<file path="src/rtl/io_arbiter.sv">
// io_arbiter: two-port arbiter in front of the single I/O bridge (level-held do, pulsed done).
// One read or write is granted at a time; done and read data go back only to the owning port.
module io_arbiter #(
    parameter int FIXED_PRIORITY = 0
) (
    input  logic        clk,
    input  logic        rst_n,
    input  logic        p0_read_do,
    input  logic [15:0] p0_read_address,
    input  logic [2:0]  p0_read_length,
    output logic [31:0] p0_read_data,
    output logic        p0_read_done,
    input  logic        p0_write_do,
    input  logic [15:0] p0_write_address,
    input  logic [2:0]  p0_write_length,
    input  logic [31:0] p0_write_data,
    output logic        p0_write_done,
    input  logic        p1_read_do,
    input  logic [15:0] p1_read_address,
    input  logic [2:0]  p1_read_length,
    output logic [31:0] p1_read_data,
    output logic        p1_read_done,
    input  logic        p1_write_do,
    input  logic [15:0] p1_write_address,
    input  logic [2:0]  p1_write_length,
    input  logic [31:0] p1_write_data,
    output logic        p1_write_done,
    output logic        io_read_do,
    output logic [15:0] io_read_address,
    output logic [2:0]  io_read_length,
    input  logic [31:0] io_read_data,
    input  logic        io_read_done,
    output logic        io_write_do,
    output logic [15:0] io_write_address,
    output logic [2:0]  io_write_length,
    output logic [31:0] io_write_data,
    input  logic        io_write_done,
    output logic        grant_owner,
    output logic        busy
);

    typedef enum logic [1:0] {
        IDLE  = 2'd0,
        WRITE = 2'd1,
        READ  = 2'd2
    } state_t;

    state_t      state;
    logic        rr_ptr;
    logic        p0_wr_elig, p0_rd_elig, p1_wr_elig, p1_rd_elig;
    logic        p0_elig, p1_elig;
    logic        pick, pick_write;
    logic [15:0] pick_addr;
    logic [2:0]  pick_len;
    logic [31:0] pick_wdata;

    // The done guard stops a request from being re-granted in the cycle its pulse is visible.
    assign p0_wr_elig = p0_write_do && !p0_write_done;
    assign p0_rd_elig = p0_read_do  && !p0_read_done;
    assign p1_wr_elig = p1_write_do && !p1_write_done;
    assign p1_rd_elig = p1_read_do  && !p1_read_done;
    assign p0_elig    = p0_wr_elig || p0_rd_elig;
    assign p1_elig    = p1_wr_elig || p1_rd_elig;

    always_comb begin
        pick       = 1'b0;
        pick_addr  = '0;
        pick_len   = '0;
        if (p0_elig && p1_elig) begin
            pick = (FIXED_PRIORITY != 0) ? 1'b0 : rr_ptr;
        end else begin
            pick = p1_elig;
        end
        pick_write = pick ? p1_wr_elig : p0_wr_elig;
        if (pick_write) begin
            pick_addr = pick ? p1_write_address : p0_write_address;
            pick_len  = pick ? p1_write_length  : p0_write_length;
        end else begin
            pick_addr = pick ? p1_read_address : p0_read_address;
            pick_len  = pick ? p1_read_length  : p0_read_length;
        end
        pick_wdata = pick ? p1_write_data : p0_write_data;
    end

    always_ff @(posedge clk or negedge rst_n) begin
        if (!rst_n) begin
            state            <= IDLE;
            rr_ptr           <= 1'b0;
            grant_owner      <= 1'b0;
            busy             <= 1'b0;
            io_read_do       <= 1'b0;
            io_read_address  <= '0;
            io_read_length   <= '0;
            io_write_do      <= 1'b0;
            io_write_address <= '0;
            io_write_length  <= '0;
            io_write_data    <= '0;
            p0_read_data     <= '0;
            p1_read_data     <= '0;
            p0_read_done     <= 1'b0;
            p1_read_done     <= 1'b0;
            p0_write_done    <= 1'b0;
            p1_write_done    <= 1'b0;
        end else begin
            p0_read_done  <= 1'b0;
            p1_read_done  <= 1'b0;
            p0_write_done <= 1'b0;
            p1_write_done <= 1'b0;
            case (state)
                IDLE: begin
                    if (p0_elig || p1_elig) begin
                        grant_owner <= pick;
                        busy        <= 1'b1;
                        if (pick_write) begin
                            io_write_do      <= 1'b1;
                            io_write_address <= pick_addr;
                            io_write_length  <= pick_len;
                            io_write_data    <= pick_wdata;
                            state            <= WRITE;
                        end else begin
                            io_read_do      <= 1'b1;
                            io_read_address <= pick_addr;
                            io_read_length  <= pick_len;
                            state           <= READ;
                        end
                    end
                end
                WRITE: begin
                    if (io_write_done) begin
                        io_write_do <= 1'b0;
                        busy        <= 1'b0;
                        rr_ptr      <= ~grant_owner;
                        state       <= IDLE;
                        if (grant_owner) p1_write_done <= 1'b1;
                        else             p0_write_done <= 1'b1;
                    end
                end
                READ: begin
                    if (io_read_done) begin
                        io_read_do <= 1'b0;
                        busy       <= 1'b0;
                        rr_ptr     <= ~grant_owner;
                        state      <= IDLE;
                        if (grant_owner) begin
                            p1_read_done <= 1'b1;
                            p1_read_data <= io_read_data;
                        end else begin
                            p0_read_done <= 1'b1;
                            p0_read_data <= io_read_data;
                        end
                    end
                end
                default: begin
                    state       <= IDLE;
                    io_read_do  <= 1'b0;
                    io_write_do <= 1'b0;
                    busy        <= 1'b0;
                end
            endcase
        end
    end

endmodule
</file>
<file path="config.mk">
export PLATFORM = sky130hd
export DESIGN_NAME = io_arbiter
export DESIGN_NICKNAME = d
export VERILOG_FILES = /design/src/rtl/io_arbiter.sv
export SDC_FILE = /design/constraint.sdc
export NUM_CORES = 1
export LEC_CHECK = 0
export ABC_AREA = 1
export BUFFER_PORTS_ARGS = -buffer_cell sky130_fd_sc_hd__buf_2
export CAP_MARGIN = 10
export CORE_AREA = 3 3 123 125
export DETAILED_ROUTE_END_ITERATION = 16
export DIE_AREA = 0 0 126 128
export PLACE_DENSITY = 0.8
export SKIP_CTS_REPAIR_TIMING = 1
export SYNTH_ARGS = -nofsm -noshare
export SYNTH_HDL_FRONTEND = slang
export SYNTH_SLANG_ARGS = --single-unit
</file>
<file path="constraint.sdc">
create_clock -name clk -period 4.1 [get_ports clk]
set_clock_uncertainty 0.15 [all_clocks]
set_input_delay 0.615 -clock clk [delete_from_list [all_inputs] [get_ports clk]]
set_output_delay 0.615 -clock clk [all_outputs]
set_load 0.01 [all_outputs]
</file>
==> reports/qor.txt, run 1 <==
status: completed
synthesized flop and latch total: 145
DR WL/cell: 14.47 µm
layout cells sized above 1: 0.3240
Via Count: 6507
Hold Crit Class: input port to async pin
crit path time final: 2.247 ns
overall power: 6.771 mW
placed cell count: 1321
P_leak: 5.415 nW
Die W: 126 µm
GRT Util Overall: 0.2406
final RePlAce weighted congestion: 0.9105
grt met3 use: 0.06375
Slew @ Worst Pin: 1.053 ns
CP arrival: 2.40 ns
Clock Tree Root: clkbuf_16
GR Util met2: 0.4006
antenna violations before repair: 7
Multi-input gate area: 0.002481 mm²
Slew HR: 0.2980
DP HPWL: 14260 µm
H-tree depth: 4
cells along the critical path: inv_1 -> nand2_2 -> nand2_2 -> nand2_4 -> nand2_4 -> buf_4 -> nand2_1 -> nand2_1 -> nand2_1 -> nand3_1 -> nand2_1
YS warnings: 0
Cell variety after synth: 24
initial core utilization: 0.4711
Seq. cell area: 0.003628 mm²
crit path max-delay cell type: buf_4
first-pass GRT wire length: 30970 µm
CTS tree: done
CP required: 4.25 ns
Sink Count: 145
die area: 0.01613 mm²
clock-pin slew on the worst setup and hold paths: 0.06 ns
FP Rows: 43
sequential element share of the synthesized area: 0.5506
fill cell total of the finished layout: 1231
Final Cycle Share: 0.5479
dominant cell type by area after synthesis: dfrtp_1
# DRC: 0
Worst-Skew Late Latency: 0.42 ns
global routing usage on met1: 0.3002
maximum VDD drop: 571.2 µV
I/O pin total: 322
CORE AREA: 0.01399 mm²
max-slew violations: 0
PD cells: 767.3 mW/mm²
final WL: 19660 µm
Setup TNS Final: 0 ns
Final #Nets: 1340
RSZ-0062 raised after global routing: no
endpoint class of the critical path: register
Area Growth Syn to Fin: 33.91%
Post-Synthesis Net Count: 1037
Final setup viols: 0
clock buffer depth: 2
Worst Hold Slack: 0.1154 ns
most frequent cells in the layout: nand2_1 (488), buf_2 (320), dfrtp_1 (145)
Syn Area/Cell: 7.690 µm²
Remaining Overflow, GRT: 0
top-area cell type share of the netlist area: 0.5506
number of global-route vias before repair: 6224
crit-path leading delay family: simple AND/OR/NAND/NOR gates
crit-path max FO: 71
CTS Buf Count: 17
startpoint types: register
most used cell along the critical path: nand2_1
Iter 0 DRT Violations: 487
area of the mapped netlist: 0.006590 mm²
max incr delay on CP: 0.58 ns
Final Hold Violating Endpoints: 0
post-route ant nets: 0
gr busiest metal: met2
First-pass DRT Iterations: 5
Die H: 128 µm
count of input and output buffers: 321
worst path bufs/invs: 2
post-route insts no fill: 1359
most common cell after layout, fill and taps aside: nand2_1
Max-Cap Viols: 0
Mapped Cells: 857
WS Path Type: register to register
ranking of synthesized cells by area: dfrtp_1 (55%), nand2_1 (28%), o21ai_0 (4.3%)
FMAX: 0.4451 GHz
largest net degree at the start of global routing: 100
Avg Vias per Cell: 4.788
==> power by group <==
part | total [mW] | internal (mW) | switching, mW
logic | 2.82 | 1.02 | 1.80
clock network | 1.50 | 0.852 | 0.644
registers | 2.46 | 2.10 | 0.357
==> cell families after synthesis <==
logic type             synth area share
buffers and inverters           0.07291
DFF                              0.5506
AOI/OAI and AO/OA               0.05544
and+or+nand+nor                  0.3211
==> sequential cells by signal (all words and copies together), names as in the netlist <==
signal            count
p1_read_done          1
io_read_do            1
state                 2
rr_ptr                1
busy                  1
io_read_length        3
p0_read_data         32
p1_read_data         32
p1_write_done         1
grant_owner           1
io_write_length       3
p0_read_done          1
io_write_data        32
io_write_do           1
io_read_address      16
p0_write_done         1
io_write_address     16
==> layout make-up <==
| type | count | share of cell area |
|---|---|---|
| antenna | 6 | 0.001701 |
| inverter | 67 | 0.02878 |
| multi-input combinational | 605 | 0.2812 |
| tap | 180 | 0.02552 |
| timing repair buffer | 324 | 0.1867 |
| clock buffer | 17 | 0.04821 |
| clock inverter | 15 | 0.01673 |
| sequential | 145 | 0.4112 |
==> worst paths after layout <==
kind / startpoint / endpoint / slack, ns / cells past startpoint
max in group asynchronous: rst_n / io_write_do / 2.88 / 2
min in group clk: io_read_data[9] / p0_read_data[9] / 0.29 / 3
worst max-delay path: p0_write_done / io_write_address[15] / 1.85 / 11
worst max register to register: p0_write_done / io_write_address[15] / 1.85 / 11
worst min-delay path: rst_n / io_write_data[17] / 0.12 / 1
worst min register to register: io_write_length[1] / io_write_length[1] / 0.31 / 2
==> metal layers <==
| layer | vias to the layer above | part of all wire |
|---|---|---|
| met5 | - | 0.00036 |
| met3 | 40 | 0.085 |
| met1 | 2981 | 0.39 |
| met4 | 2 | 0.027 |
| met2 | 278 | 0.50 |
| li1 | 3206 | - |
==> synth_stat cells <==
library cell    n
a21oi_2         2
or2_2           1
nand3_1        14
a21oi_1         2
nor2_1         12
nand3b_1        4
o21ai_0        57
nor2_2          1
inv_1          60
nor2_4          4
buf_2          25
a21o_1          1
inv_2           6
nor3_1          1
nand2_4         4
buf_6           2
dfrtp_1       145
o21ai_1         9
buf_4           5
clkbuf_1        7
inv_4           1
nand2_1       488
nand2_2         5
buf_8           1
==> metrics by stage <==
step / worst slack (ns) / util / area (µm²)
after detailed placement: 1.576 / 0.5888 / 8237
after CTS: 1.831 / 0.6298 / 8810
after floorplan: 2.350 / - / 6590
after global placement: 1.635 / 0.5888 / 8237
final: 1.853 / 0.6309 / 8825
after global routing: 1.570 / 0.6307 / 8822
Note: power is estimated with default switching activity, not from simulation.
==> run 2: changes to the inputs <==
--- a/config.mk
+++ b/config.mk
@@ -8,9 +8,9 @@
 export ABC_AREA = 1
 export BUFFER_PORTS_ARGS = -buffer_cell sky130_fd_sc_hd__buf_2
 export CAP_MARGIN = 10
-export CORE_AREA = 3 3 123 125
+export CORE_MARGIN = 3
+export CORE_UTILIZATION = 46
 export DETAILED_ROUTE_END_ITERATION = 16
-export DIE_AREA = 0 0 126 128
 export PLACE_DENSITY = 0.8
 export SKIP_CTS_REPAIR_TIMING = 1
 export SYNTH_ARGS = -nofsm -noshare
==> constraint.sdc (replaced) <==
create_clock -name clk -period 2.2 [get_ports clk]
set_clock_uncertainty 0.15 [all_clocks]
set_input_delay 0.33 -clock clk [delete_from_list [all_inputs] [get_ports clk]]
set_output_delay 0.33 -clock clk [all_outputs]
set_load 0.01 [all_outputs]
==> run 2 against run 1 <==
Effect of this change: via count shrank 0.57%; global-route usage grew 0.19 points; flip-flop and latch count is the same; final cell count grew 0.37%; core utilization grew 1.3 points; first-iteration DRC count shrank 14%; total power grew 91%; largest cell class unchanged.
==> reports/qor.txt, run 2 (synthesis results as in run 1) <==
status: completed (unchanged)
FP Rows: 43 (unchanged)
most used cell along the critical path: inv_2 (was nand2_1)
CTS Buf Count: 17 (unchanged)
Final Cycle Share: 0.9103 (was 0.5479)
Via Count: 6470 (was 6507)
crit-path max FO: 64 (was 71)
WS Path Type: register to register (unchanged)
grt met3 use: 0.05810 (was 0.06375)
Seq. cell area: 0.003628 mm² (unchanged)
gr busiest metal: met2 (unchanged)
max-slew violations: 0 (unchanged)
maximum VDD drop: 800.0 µV (was 571.2 µV)
Slew HR: 0.3880 (was 0.2980)
Avg Vias per Cell: 4.743 (was 4.788)
GRT Util Overall: 0.2425 (was 0.2406)
die area: 0.01580 mm² (was 0.01613 mm²)
Hold Crit Class: input port to register (was input port to async pin)
Final setup viols: 0 (unchanged)
Sink Count: 145 (unchanged)
H-tree depth: 4 (unchanged)
Final Hold Violating Endpoints: 0 (unchanged)
First-pass DRT Iterations: 5 (unchanged)
Worst Hold Slack: 0.02311 ns (was 0.1154 ns)
post-route ant nets: 0 (unchanged)
Remaining Overflow, GRT: 0 (unchanged)
CTS tree: done (unchanged)
most common cell after layout, fill and taps aside: nand2_1 (unchanged)
largest net degree at the start of global routing: 65 (was 100)
crit path time final: 2.003 ns (was 2.247 ns)
clock-pin slew on the worst setup and hold paths: 0.07 ns (was 0.06 ns)
GR Util met2: 0.4122 (was 0.4006)
count of input and output buffers: 321 (unchanged)
DR WL/cell: 14.20 µm (was 14.47 µm)
Area Growth Syn to Fin: 36.21% (was 33.91%)
# DRC: 0 (unchanged)
Iter 0 DRT Violations: 421 (was 487)
fill cell total of the finished layout: 1229 (was 1231)
Worst-Skew Late Latency: 0.41 ns (was 0.42 ns)
P_leak: 5.494 nW (was 5.415 nW)
startpoint types: register (unchanged)
overall power: 12.91 mW (was 6.771 mW)
I/O pin total: 322 (unchanged)
DP HPWL: 14130 µm (was 14260 µm)
global routing usage on met1: 0.2996 (was 0.3002)
final WL: 19370 µm (was 19660 µm)
FMAX: 0.4993 GHz (was 0.4451 GHz)
final RePlAce weighted congestion: 0.9316 (was 0.9105)
CP required: 2.29 ns (was 4.25 ns)
initial core utilization: 0.4729 (was 0.4711)
Die H: 125.7 µm (was 128 µm)
CORE AREA: 0.01393 mm² (was 0.01399 mm²)
Clock Tree Root: clkbuf_16 (unchanged)
Util after Layout: 0.6442 (was 0.6309)
Die W: 125.7 µm (was 126 µm)
n_diodes: 0 (was 6)
most frequent cells in the layout: nand2_1 (488), buf_2 (320), dfrtp_1 (145) (unchanged)
Max-Cap Viols: 0 (unchanged)
Multi-input gate area: 0.002487 mm² (was 0.002481 mm²)
CP arrival: 2.09 ns (was 2.40 ns)
Setup TNS Final: 0 ns (unchanged)
biggest regs: io_write_data (32), p0_read_data (32), p1_read_data (32) (unchanged)
crit path max-delay cell type: inv_2 (was buf_4)
Final #Nets: 1351 (was 1340)
layout cells sized above 1: 0.3294 (was 0.3240)
Slew @ Worst Pin: 0.9166 ns (was 1.053 ns)
cells along the critical path: inv_2 -> nor2_1 -> nand2_1 -> nor2_2 -> inv_2 -> o21ai_0 (was inv_1 -> nand2_2 -> nand2_2 -> nand2_4 -> nand2_4 -> buf_4 -> nand2_1 -> nand2_1 -> nand2_1 -> nand3_1 -> nand2_1)
endpoint class of the critical path: register (unchanged)
max incr delay on CP: 0.65 ns (was 0.58 ns)
antenna violations before repair: 1 (was 7)
PD cells: 1439 mW/mm² (was 767.3 mW/mm²)
number of global-route vias before repair: 6102 (was 6224)
clock buffer depth: 2 (unchanged)
RSZ-0062 raised after global routing: no (unchanged)
first-pass GRT wire length: 30440 µm (was 30970 µm)
run 2: changes by cell type in the layout (fill, tap and decap cells not counted), sizes merged:
cell | previous run | this run
buf | 324 | 333
clkinv | 5 | 2
diode | 6 | 0
dlygate4sd3 | 0 | 1
inv | 74 | 77
nor2 | 17 | 18
run 2: routing by layer:
layer  share of wire  wire length (µm)
met5         0.00062                12
met4           0.026               511
met3           0.078              1516
met2            0.50              9723
met1            0.39              7606
run 2: path summary, 6_finish.rpt:
check | cells after the start | slack [ns] | from | endpoint
setup / recovery | 6 | 0.20 | state[1] | p1_read_data[3]
hold reg to reg | 2 | 0.32 | io_write_data[30] | io_write_data[30]
min in group asynchronous | 2 | 0.26 | rst_n | io_write_data[20]
max in group asynchronous | 3 | 0.96 | rst_n | io_write_data[16]
setup reg to reg | 6 | 0.20 | state[1] | p1_read_data[3]
hold / removal | 3 | 0.02 | io_read_data[4] | p1_read_data[4]
run 2: report_power, final:
group / internal, mW / switching [mW] / leakage, nW / total [mW]
Combinational: 2.03 / 3.42 / 3.38 / 5.46
Clock: 1.62 / 1.25 / 0.286 / 2.87
Sequential: 3.92 / 0.670 / 1.82 / 4.58
run 2: through the flow:
step	instances	cell area [µm²]	setup slack (ns)
3_5_place_dp	1330	8367	0.1696
4_1_cts	1362	8960	0.1267
5_1_grt	1364	8976	0.003104
6_report	1364	8976	0.1973
3_3_place_gp	1330	8367	0.2592
2_1_floorplan	857	6590	0.6069
run 2: worst max-delay path, delay by kind of cell (launching register included):
| family | cells | cell delay (ns) |
|---|---|---|
| AO/OA/AOI/OAI | 1 | 0.25 |
| flip-flops | 1 | 0.41 |
| AND/OR/NAND/NOR | 3 | 0.29 |
| buffers and inverters | 2 | 0.71 |
run 2: final cells by class:
| type | instances | area share |
|---|---|---|
| clock buffers | 17 | 0.04739 |
| clock inverters | 15 | 0.01868 |
| inverters | 67 | 0.02830 |
| multi-input cells | 606 | 0.2771 |
| flip-flops and latches | 145 | 0.4042 |
| well taps | 180 | 0.02509 |
| repair buffers | 334 | 0.1992 |
